[config.mk]
export PLATFORM = sky130hd
export DESIGN_NAME = riscv_lsu_flat
export DESIGN_NICKNAME = d
export VERILOG_FILES = /design/src/rtl/riscv_lsu_pkg.sv /design/src/rtl/riscv_lsu_if.sv /design/src/rtl/riscv_lsu_fmt.sv /design/src/rtl/riscv_lsu.sv /design/src/flat_wrapper.sv
export SDC_FILE = /design/constraint.sdc
export NUM_CORES = 1
export LEC_CHECK = 0
export ABC_AREA = 0
export CORE_AREA = 2 2 123 125
export DETAILED_ROUTE_END_ITERATION = 8
export DIE_AREA = 0 0 125 127
export MAX_ROUTING_LAYER = met4
export PLACE_DENSITY = 0.64
export REMOVE_ABC_BUFFERS = 1
export SLEW_MARGIN = 20
export SYNTH_ARGS = -nofsm -noshare
export SYNTH_HDL_FRONTEND = slang
export SYNTH_SLANG_ARGS = --single-unit
[constraint.sdc]
create_clock -name clk_i -period 4.5 [get_ports clk_i]
set_input_delay 0.9 -clock clk_i [delete_from_list [all_inputs] [get_ports clk_i]]
set_output_delay 0.9 -clock clk_i [all_outputs]
set_load 0.02 [all_outputs]
[src/rtl/riscv_lsu_pkg.sv]
// Shared load/store size codes, LSU state encodings and byte-lane helpers.
// Size codes follow the RISC-V funct3 encoding of loads and stores.
package riscv_lsu_pkg;

  localparam logic [2:0] LDST_B  = 3'b000;
  localparam logic [2:0] LDST_H  = 3'b001;
  localparam logic [2:0] LDST_W  = 3'b010;
  localparam logic [2:0] LDST_BU = 3'b100;
  localparam logic [2:0] LDST_HU = 3'b101;

  typedef enum logic [1:0] {
    IDLE = 2'd0,
    WAIT = 2'd1,
    DONE = 2'd2
  } lsu_state_e;

  function automatic logic [3:0] be_of(input logic [2:0] size, input logic [1:0] off);
    case (size)
      LDST_B, LDST_BU: be_of = 4'b0001 << off;
      LDST_H, LDST_HU: be_of = 4'b0011 << {off[1], 1'b0};
      LDST_W:          be_of = 4'b1111;
      default:         be_of = 4'b0000;
    endcase
  endfunction

  // Replicate narrow store data onto every lane so byte enables alone select it.
  function automatic logic [31:0] wd_of(input logic [2:0] size, input logic [31:0] wd);
    case (size)
      LDST_B:  wd_of = {4{wd[7:0]}};
      LDST_H:  wd_of = {2{wd[15:0]}};
      default: wd_of = wd;
    endcase
  endfunction

  function automatic logic misaligned(input logic [2:0] size, input logic [1:0] off);
    case (size)
      LDST_H, LDST_HU: misaligned = off[0];
      LDST_W:          misaligned = |off;
      default:         misaligned = 1'b0;
    endcase
  endfunction

endpackage

[src/rtl/riscv_lsu_if.sv]
// Core-request and data-memory signals of the load-store unit.
// master = core/memory side driving requests and read data, slave = the LSU.
interface riscv_lsu_if;
  logic        core_req_i;
  logic        core_we_i;
  logic [2:0]  core_size_i;
  logic [31:0] core_addr_i;
  logic [31:0] core_wd_i;
  logic [31:0] core_rd_o;
  logic        core_stall_req_o;
  logic        core_err_o;
  logic        core_misalign_o;
  logic        mem_req_o;
  logic        mem_we_o;
  logic [3:0]  mem_be_o;
  logic [31:0] mem_addr_o;
  logic [31:0] mem_wd_o;
  logic [31:0] mem_rd_i;
  logic        mem_ready_i;

  modport slave (
    input  core_req_i, core_we_i, core_size_i, core_addr_i, core_wd_i,
    input  mem_rd_i, mem_ready_i,
    output core_rd_o, core_stall_req_o, core_err_o, core_misalign_o,
    output mem_req_o, mem_we_o, mem_be_o, mem_addr_o, mem_wd_o
  );

  modport master (
    output core_req_i, core_we_i, core_size_i, core_addr_i, core_wd_i,
    output mem_rd_i, mem_ready_i,
    input  core_rd_o, core_stall_req_o, core_err_o, core_misalign_o,
    input  mem_req_o, mem_we_o, mem_be_o, mem_addr_o, mem_wd_o
  );
endinterface

[src/rtl/riscv_lsu_fmt.sv]
// Combinational load formatter: selects the byte/half at the latched offset
// and sign- or zero-extends it; unknown size codes return zero.
module riscv_lsu_fmt
  import riscv_lsu_pkg::*;
(
  input  logic [2:0]  size_i,
  input  logic [1:0]  off_i,
  input  logic [31:0] mem_rd_i,
  output logic [31:0] rd_o
);

  logic [31:0] shifted;
  logic [7:0]  byte_sel;
  logic [15:0] half_sel;

  assign shifted  = mem_rd_i >> {off_i, 3'b000};
  assign byte_sel = shifted[7:0];
  assign half_sel = off_i[1] ? mem_rd_i[31:16] : mem_rd_i[15:0];

  always_comb begin
    rd_o = 32'h0;
    case (size_i)
      LDST_B:  rd_o = {{24{byte_sel[7]}}, byte_sel};
      LDST_BU: rd_o = {24'h0, byte_sel};
      LDST_H:  rd_o = {{16{half_sel[15]}}, half_sel};
      LDST_HU: rd_o = {16'h0, half_sel};
      LDST_W:  rd_o = mem_rd_i;
      default: rd_o = 32'h0;
    endcase
  end

endmodule

[src/rtl/riscv_lsu.sv]
// Load-store unit: registers a word-aligned memory request, stalls the core
// until mem_ready_i or timeout, then formats load data. Optional: RISCV_LSU_MISALIGN_EN.
module riscv_lsu
  import riscv_lsu_pkg::*;
#(
  parameter int unsigned TIMEOUT_CYC = 16,
  parameter logic [31:0] RESET_RD    = 32'h0
) (
  input  logic       clk_i,
  input  logic       arstn_i,
  riscv_lsu_if.slave bus
);

  localparam int unsigned          CNT_W    = (TIMEOUT_CYC > 1) ? $clog2(TIMEOUT_CYC) : 1;
  localparam logic [CNT_W-1:0]     CNT_LAST = CNT_W'(TIMEOUT_CYC - 1);
  localparam bit                   TMO_EN   = (TIMEOUT_CYC != 0);

  lsu_state_e       state_q, state_d;
  logic             we_q;
  logic [2:0]       size_q;
  logic [1:0]       off_q;
  logic [CNT_W-1:0] cnt_q;
  logic             mem_req_q, mem_we_q;
  logic [3:0]       mem_be_q;
  logic [31:0]      mem_addr_q, mem_wd_q;
  logic [31:0]      rd_q;
  logic             err_q;
  logic [31:0]      fmt_rd;
  logic             accept, mis_now, tmo_hit;

  assign accept  = (state_q == IDLE) && bus.core_req_i;
  assign tmo_hit = TMO_EN && (cnt_q == CNT_LAST);

`ifdef RISCV_LSU_MISALIGN_EN
  logic mis_q;

  assign mis_now = misaligned(bus.core_size_i, bus.core_addr_i[1:0]);

  always_ff @(posedge clk_i or negedge arstn_i) begin
    if (!arstn_i) begin
      mis_q <= 1'b0;
    end else if (accept) begin
      mis_q <= mis_now;
    end
  end

  assign bus.core_misalign_o = mis_q;
`else
  assign mis_now             = 1'b0;
  assign bus.core_misalign_o = 1'b0;
`endif

  always_ff @(posedge clk_i or negedge arstn_i) begin
    if (!arstn_i) begin
      state_q <= IDLE;
    end else begin
      state_q <= state_d;
    end
  end

  // Ready wins over timeout when both land in the same WAIT cycle.
  always_comb begin
    state_d = state_q;
    case (state_q)
      IDLE: if (bus.core_req_i) state_d = mis_now ? DONE : WAIT;
      WAIT: if (bus.mem_ready_i || tmo_hit) state_d = DONE;
      DONE: state_d = IDLE;
      default: state_d = IDLE;
    endcase
  end

  always_comb begin
    bus.core_stall_req_o = 1'b0;
    case (state_q)
      IDLE:    bus.core_stall_req_o = bus.core_req_i;
      WAIT:    bus.core_stall_req_o = 1'b1;
      default: bus.core_stall_req_o = 1'b0;
    endcase
  end

  always_ff @(posedge clk_i or negedge arstn_i) begin
    if (!arstn_i) begin
      we_q       <= 1'b0;
      size_q     <= LDST_W;
      off_q      <= 2'b00;
      cnt_q      <= '0;
      mem_req_q  <= 1'b0;
      mem_we_q   <= 1'b0;
      mem_be_q   <= 4'b0000;
      mem_addr_q <= 32'h0;
      mem_wd_q   <= 32'h0;
      rd_q       <= RESET_RD;
      err_q      <= 1'b0;
    end else begin
      case (state_q)
        IDLE: begin
          if (bus.core_req_i) begin
            we_q   <= bus.core_we_i;
            size_q <= bus.core_size_i;
            off_q  <= bus.core_addr_i[1:0];
            err_q  <= 1'b0;
            if (!mis_now) begin
              mem_req_q  <= 1'b1;
              mem_we_q   <= bus.core_we_i;
              mem_be_q   <= be_of(bus.core_size_i, bus.core_addr_i[1:0]);
              mem_addr_q <= {bus.core_addr_i[31:2], 2'b00};
              mem_wd_q   <= wd_of(bus.core_size_i, bus.core_wd_i);
              cnt_q      <= '0;
            end
          end
        end
        WAIT: begin
          cnt_q <= cnt_q + CNT_W'(1);
          if (bus.mem_ready_i) begin
            mem_req_q <= 1'b0;
            err_q     <= 1'b0;
            if (!we_q) rd_q <= fmt_rd;
          end else if (tmo_hit) begin
            mem_req_q <= 1'b0;
            err_q     <= 1'b1;
          end
        end
        default: ;
      endcase
    end
  end

  riscv_lsu_fmt u_fmt (
    .size_i   (size_q),
    .off_i    (off_q),
    .mem_rd_i (bus.mem_rd_i),
    .rd_o     (fmt_rd)
  );

  assign bus.mem_req_o  = mem_req_q;
  assign bus.mem_we_o   = mem_we_q;
  assign bus.mem_be_o   = mem_be_q;
  assign bus.mem_addr_o = mem_addr_q;
  assign bus.mem_wd_o   = mem_wd_q;
  assign bus.core_rd_o  = rd_q;
  assign bus.core_err_o = err_q;

endmodule

[src/flat_wrapper.sv]
// flat-port wrapper written by rule: the top's interface ports become plain ports
module riscv_lsu_flat import riscv_lsu_pkg::*;
#(
  parameter int unsigned TIMEOUT_CYC = 16,
  parameter logic [31:0] RESET_RD    = 32'h0
)
  (clk_i, arstn_i, bus_core_req_i, bus_core_we_i, bus_core_size_i, bus_core_addr_i, bus_core_wd_i, bus_mem_rd_i, bus_mem_ready_i, bus_core_rd_o, bus_core_stall_req_o, bus_core_err_o, bus_core_misalign_o, bus_mem_req_o, bus_mem_we_o, bus_mem_be_o, bus_mem_addr_o, bus_mem_wd_o);
  riscv_lsu_if bus_i ();
  input  logic clk_i;
  input  logic arstn_i;
  input wire logic [$bits(bus_i.core_req_i)-1:0] bus_core_req_i;
  input wire logic [$bits(bus_i.core_we_i)-1:0] bus_core_we_i;
  input wire logic [$bits(bus_i.core_size_i)-1:0] bus_core_size_i;
  input wire logic [$bits(bus_i.core_addr_i)-1:0] bus_core_addr_i;
  input wire logic [$bits(bus_i.core_wd_i)-1:0] bus_core_wd_i;
  input wire logic [$bits(bus_i.mem_rd_i)-1:0] bus_mem_rd_i;
  input wire logic [$bits(bus_i.mem_ready_i)-1:0] bus_mem_ready_i;
  output wire logic [$bits(bus_i.core_rd_o)-1:0] bus_core_rd_o;
  output wire logic [$bits(bus_i.core_stall_req_o)-1:0] bus_core_stall_req_o;
  output wire logic [$bits(bus_i.core_err_o)-1:0] bus_core_err_o;
  output wire logic [$bits(bus_i.core_misalign_o)-1:0] bus_core_misalign_o;
  output wire logic [$bits(bus_i.mem_req_o)-1:0] bus_mem_req_o;
  output wire logic [$bits(bus_i.mem_we_o)-1:0] bus_mem_we_o;
  output wire logic [$bits(bus_i.mem_be_o)-1:0] bus_mem_be_o;
  output wire logic [$bits(bus_i.mem_addr_o)-1:0] bus_mem_addr_o;
  output wire logic [$bits(bus_i.mem_wd_o)-1:0] bus_mem_wd_o;
  assign bus_i.core_req_i = bus_core_req_i;
  assign bus_i.core_we_i = bus_core_we_i;
  assign bus_i.core_size_i = bus_core_size_i;
  assign bus_i.core_addr_i = bus_core_addr_i;
  assign bus_i.core_wd_i = bus_core_wd_i;
  assign bus_i.mem_rd_i = bus_mem_rd_i;
  assign bus_i.mem_ready_i = bus_mem_ready_i;
  assign bus_core_rd_o = bus_i.core_rd_o;
  assign bus_core_stall_req_o = bus_i.core_stall_req_o;
  assign bus_core_err_o = bus_i.core_err_o;
  assign bus_core_misalign_o = bus_i.core_misalign_o;
  assign bus_mem_req_o = bus_i.mem_req_o;
  assign bus_mem_we_o = bus_i.mem_we_o;
  assign bus_mem_be_o = bus_i.mem_be_o;
  assign bus_mem_addr_o = bus_i.mem_addr_o;
  assign bus_mem_wd_o = bus_i.mem_wd_o;
  riscv_lsu #(.TIMEOUT_CYC(TIMEOUT_CYC), .RESET_RD(RESET_RD)) u_core (.clk_i(clk_i), .arstn_i(arstn_i), .bus(bus_i));
endmodule
==> out/qor.yml <==
critical_path:
  r2r_setup_slack_ns: 1.94
  cp-start-kind: "input pin"
  arrival_ns: 2.45
  crit_fanout: 6
  critPathMaxStageDelay_ns: 0.57
  startpoint: "bus_core_req_i"
  worst_path_most_repeated_cell: "clkdlybuf4s50_1"
  crit_slowest_cell: "clkdlybuf4s50_1"
  path_cells: "clkdlybuf4s50_1 -> o21bai_1 -> inv_1 -> clkdlybuf4s50_1"
  cp_top_family: "buffers and inverters"
  critPathBufInv: 3
  crit_type: "in -> out"
  r2r_start: "u_core.off_q[1]"
  crit_path_end_kind: "primary output"
  crit_required_ns: 3.60
cts:
  h-tree-depth: 3
  cts_sinks: 112
  insertion_delay_ns: 0.35
  cts_buffers: 9
  hold_buffers: 0
  cts-root-buf: "clkbuf_16"
  cts_buffer_depth: 2
  cts_setup_buffers: 0
  clk_pin_slew_ns: 0.07
  post_cts_resize_count: 0
  tritoncts: "done"
global_route:
  grt_pass1_wl_microns: 23900
  grt_pass1_vias: 4677
  antenna_found_initial: 0
  grt_max_degree: 103
  grt.total_usage: 0.192
  overflow: 0
detailed_routing:
  vias: 4487
  wl_per_cell_microns: 16.3
  drc: 0
  ant_nets: 0
  first_pass_iters: 4
  routed_wl_microns: 14700
  viasPerCell: 4.99
  drt_iter0_markers: 285
placed_design:
  post_dp_cell_area_sq_mm: 0.00720
  place_congestion: 0.867
  hpwlAfterDp_microns: 10500
  preCtsSetupSlack_ns: 1.18
  port_buffers: 205
sta:
  hold_viol: 0
  relSlewSlack: 0.304
  max_freq_mhz: 298
  rsz0062_at_grt: "no"
  worst_pin_slew_ns: 1.04
  post-route-period-util: 0.745
  fin_ws_ns: 1.15
  final.setup.tns_ns: 0
  fin_crit_ns: 3.35
  fin_skew_ns: 0.00540
  drv_slew: 0
  setup_violations: 0
layout:
  seq_area_sq_mm: 0.00280
  layout-drive-gt1-share: 0.0712
  postLayoutCellArea_sq_mm: 0.00749
  num_antenna_cells: 0
  final_nets: 817
  fillers: 1358
  area_delta_synth_final_pct: 48.8
  multiInputGateArea_sq_mm: 0.00209
synth:
  synth_top_area_share: 0.552
  ys_seq_area_frac: 0.557
  syn_area_sq_mm: 0.00503
  ys.flop_type: "dfrtp_1"
  synth_warnings: 0
  synth_edf_count: 0
  synthArstFlopShare: 1.00
  ys_types: 41
  synth_area_per_cell_sq_um: 9.60
  yosysTopAreaCell: "dfrtp_1"
  yosysMostFrequentCell: "nand2_1"
  yosys-top-cells-count: "nand2_1, dfrtp_1, o21ai_0"
  synth.area.top_cells: "dfrtp_1, nand2_1, o21ai_0, mux2i_1, a221o_2"
  synthCells: 524
  ys_ff_latch: 112
worst_hold_path:
  hold_path_class: "reg -> reg"
  worstHoldStart: "u_core.bus.mem_addr_o[5]"
run:
  max-cap-violations: 0
die:
  die_area_sq_mm: 0.0159
  core_sq_mm: 0.0144
  start_util: 0.349
  row_count: 44
  die-height_microns: 127
  die_width_microns: 125
  ios: 209
power:
  peakVddDrop_v: 0.000274
  p_leak_uw: 0.00330
  p_per_area_mw_per_mm2: 666
run_status:
  status: "finished clean"
## cell type report
cell class | instances | share of cell area
Tap cell | 184 | 0.0307
Inverter | 1 | 0.000501
Clock inverter | 4 | 0.00267
Sequential cell | 112 | 0.374
Clock buffer | 11 | 0.0338
Multi-Input combinational cell | 379 | 0.280
Timing Repair Buffer | 209 | 0.278
## cells in the final DEF (no fill, tap or decap), types with 3 or more instances in the layout
cell type,n
mux2i_1,25
clkdlybuf4s50_1,204
nor2_1,13
a221o_2,10
o21ai_0,51
nand2_1,188
nand2b_1,3
dfrtp_1,111
buf_4,4
nand3_1,8
nor2b_1,4
a21o_1,7
clkbuf_16,9
clkinv_2,4
a21oi_1,20
mux2_2,8
conb_1,3
a221oi_1,8
a221o_1,6
## registers in the layout, summed over array words and instances (netlist names)
register and count:
u_core.bus.core_err_o 1, u_core.bus.core_rd_o 32, u_core.bus.mem_addr_o 30, u_core.bus.mem_be_o 4, u_core.bus.mem_req_o 1, u_core.bus.mem_wd_o 32, u_core.cnt_q 4, u_core.off_q 2
u_core.size_q 3, u_core.state_q 2, u_core.we_q 1
## power breakdown
part | total (uW) | internal (uW) | switching [uW]
registers | 1780 | 1450 | 325
logic | 2460 | 1140 | 1310
clock network | 754 | 399 | 354
total | 4990 | 2990 | 1990
## through the flow
step | util | total power (uW) | std cells | hold slack, ns
after floorplan | - | 3020 | 492 | 0.479
after global placement | 0.499 | 4210 | 885 | 0.458
after detailed placement | 0.499 | 4270 | 885 | 0.463
after CTS | 0.518 | 5040 | 900 | 0.479
after global routing | 0.519 | 5320 | 900 | 0.495
final | 0.519 | 4990 | 900 | 0.473
## worst paths after layout
path | end | cells past startpoint
max | bus_core_stall_req_o | 4
min | u_core.bus.mem_addr_o[5] | 2
max reg2reg | u_core.bus.core_rd_o[22] | 4
min reg2reg | u_core.bus.mem_addr_o[5] | 2
max in group asynchronous | u_core.bus.mem_addr_o[22] | 2
min in group asynchronous | u_core.bus.core_rd_o[19] | 1
## kinds of logic after synthesis
logic type	Yosys count	share of synthesized area
AND/OR/NAND/NOR	231	0.190
multiplexers	34	0.0721
other	1	0.000745
buffers and inverters	35	0.0321
flip-flops	112	0.557
AO/OA/AOI/OAI	110	0.146
adder cells (fa/ha/maj)	1	0.00249
## per-layer routing
metal | GRT usage | routed length [microns] | up-vias
met3 | 0.0444 | 1020 | 20
li1 | - | - | 2155
met4 | 0.0739 | 289 | 0
met5 | - | 0 | -
met2 | 0.306 | 6970 | 174
met1 | 0.240 | 6420 | 2138
## worst min-delay path, delay by kind of cell (launching register included)
family	cells	cell delay, ns
DFF	1	0.34
and+or+nand+nor	2	0.10
No activity file was read; power rests on OpenSTA's default activity.
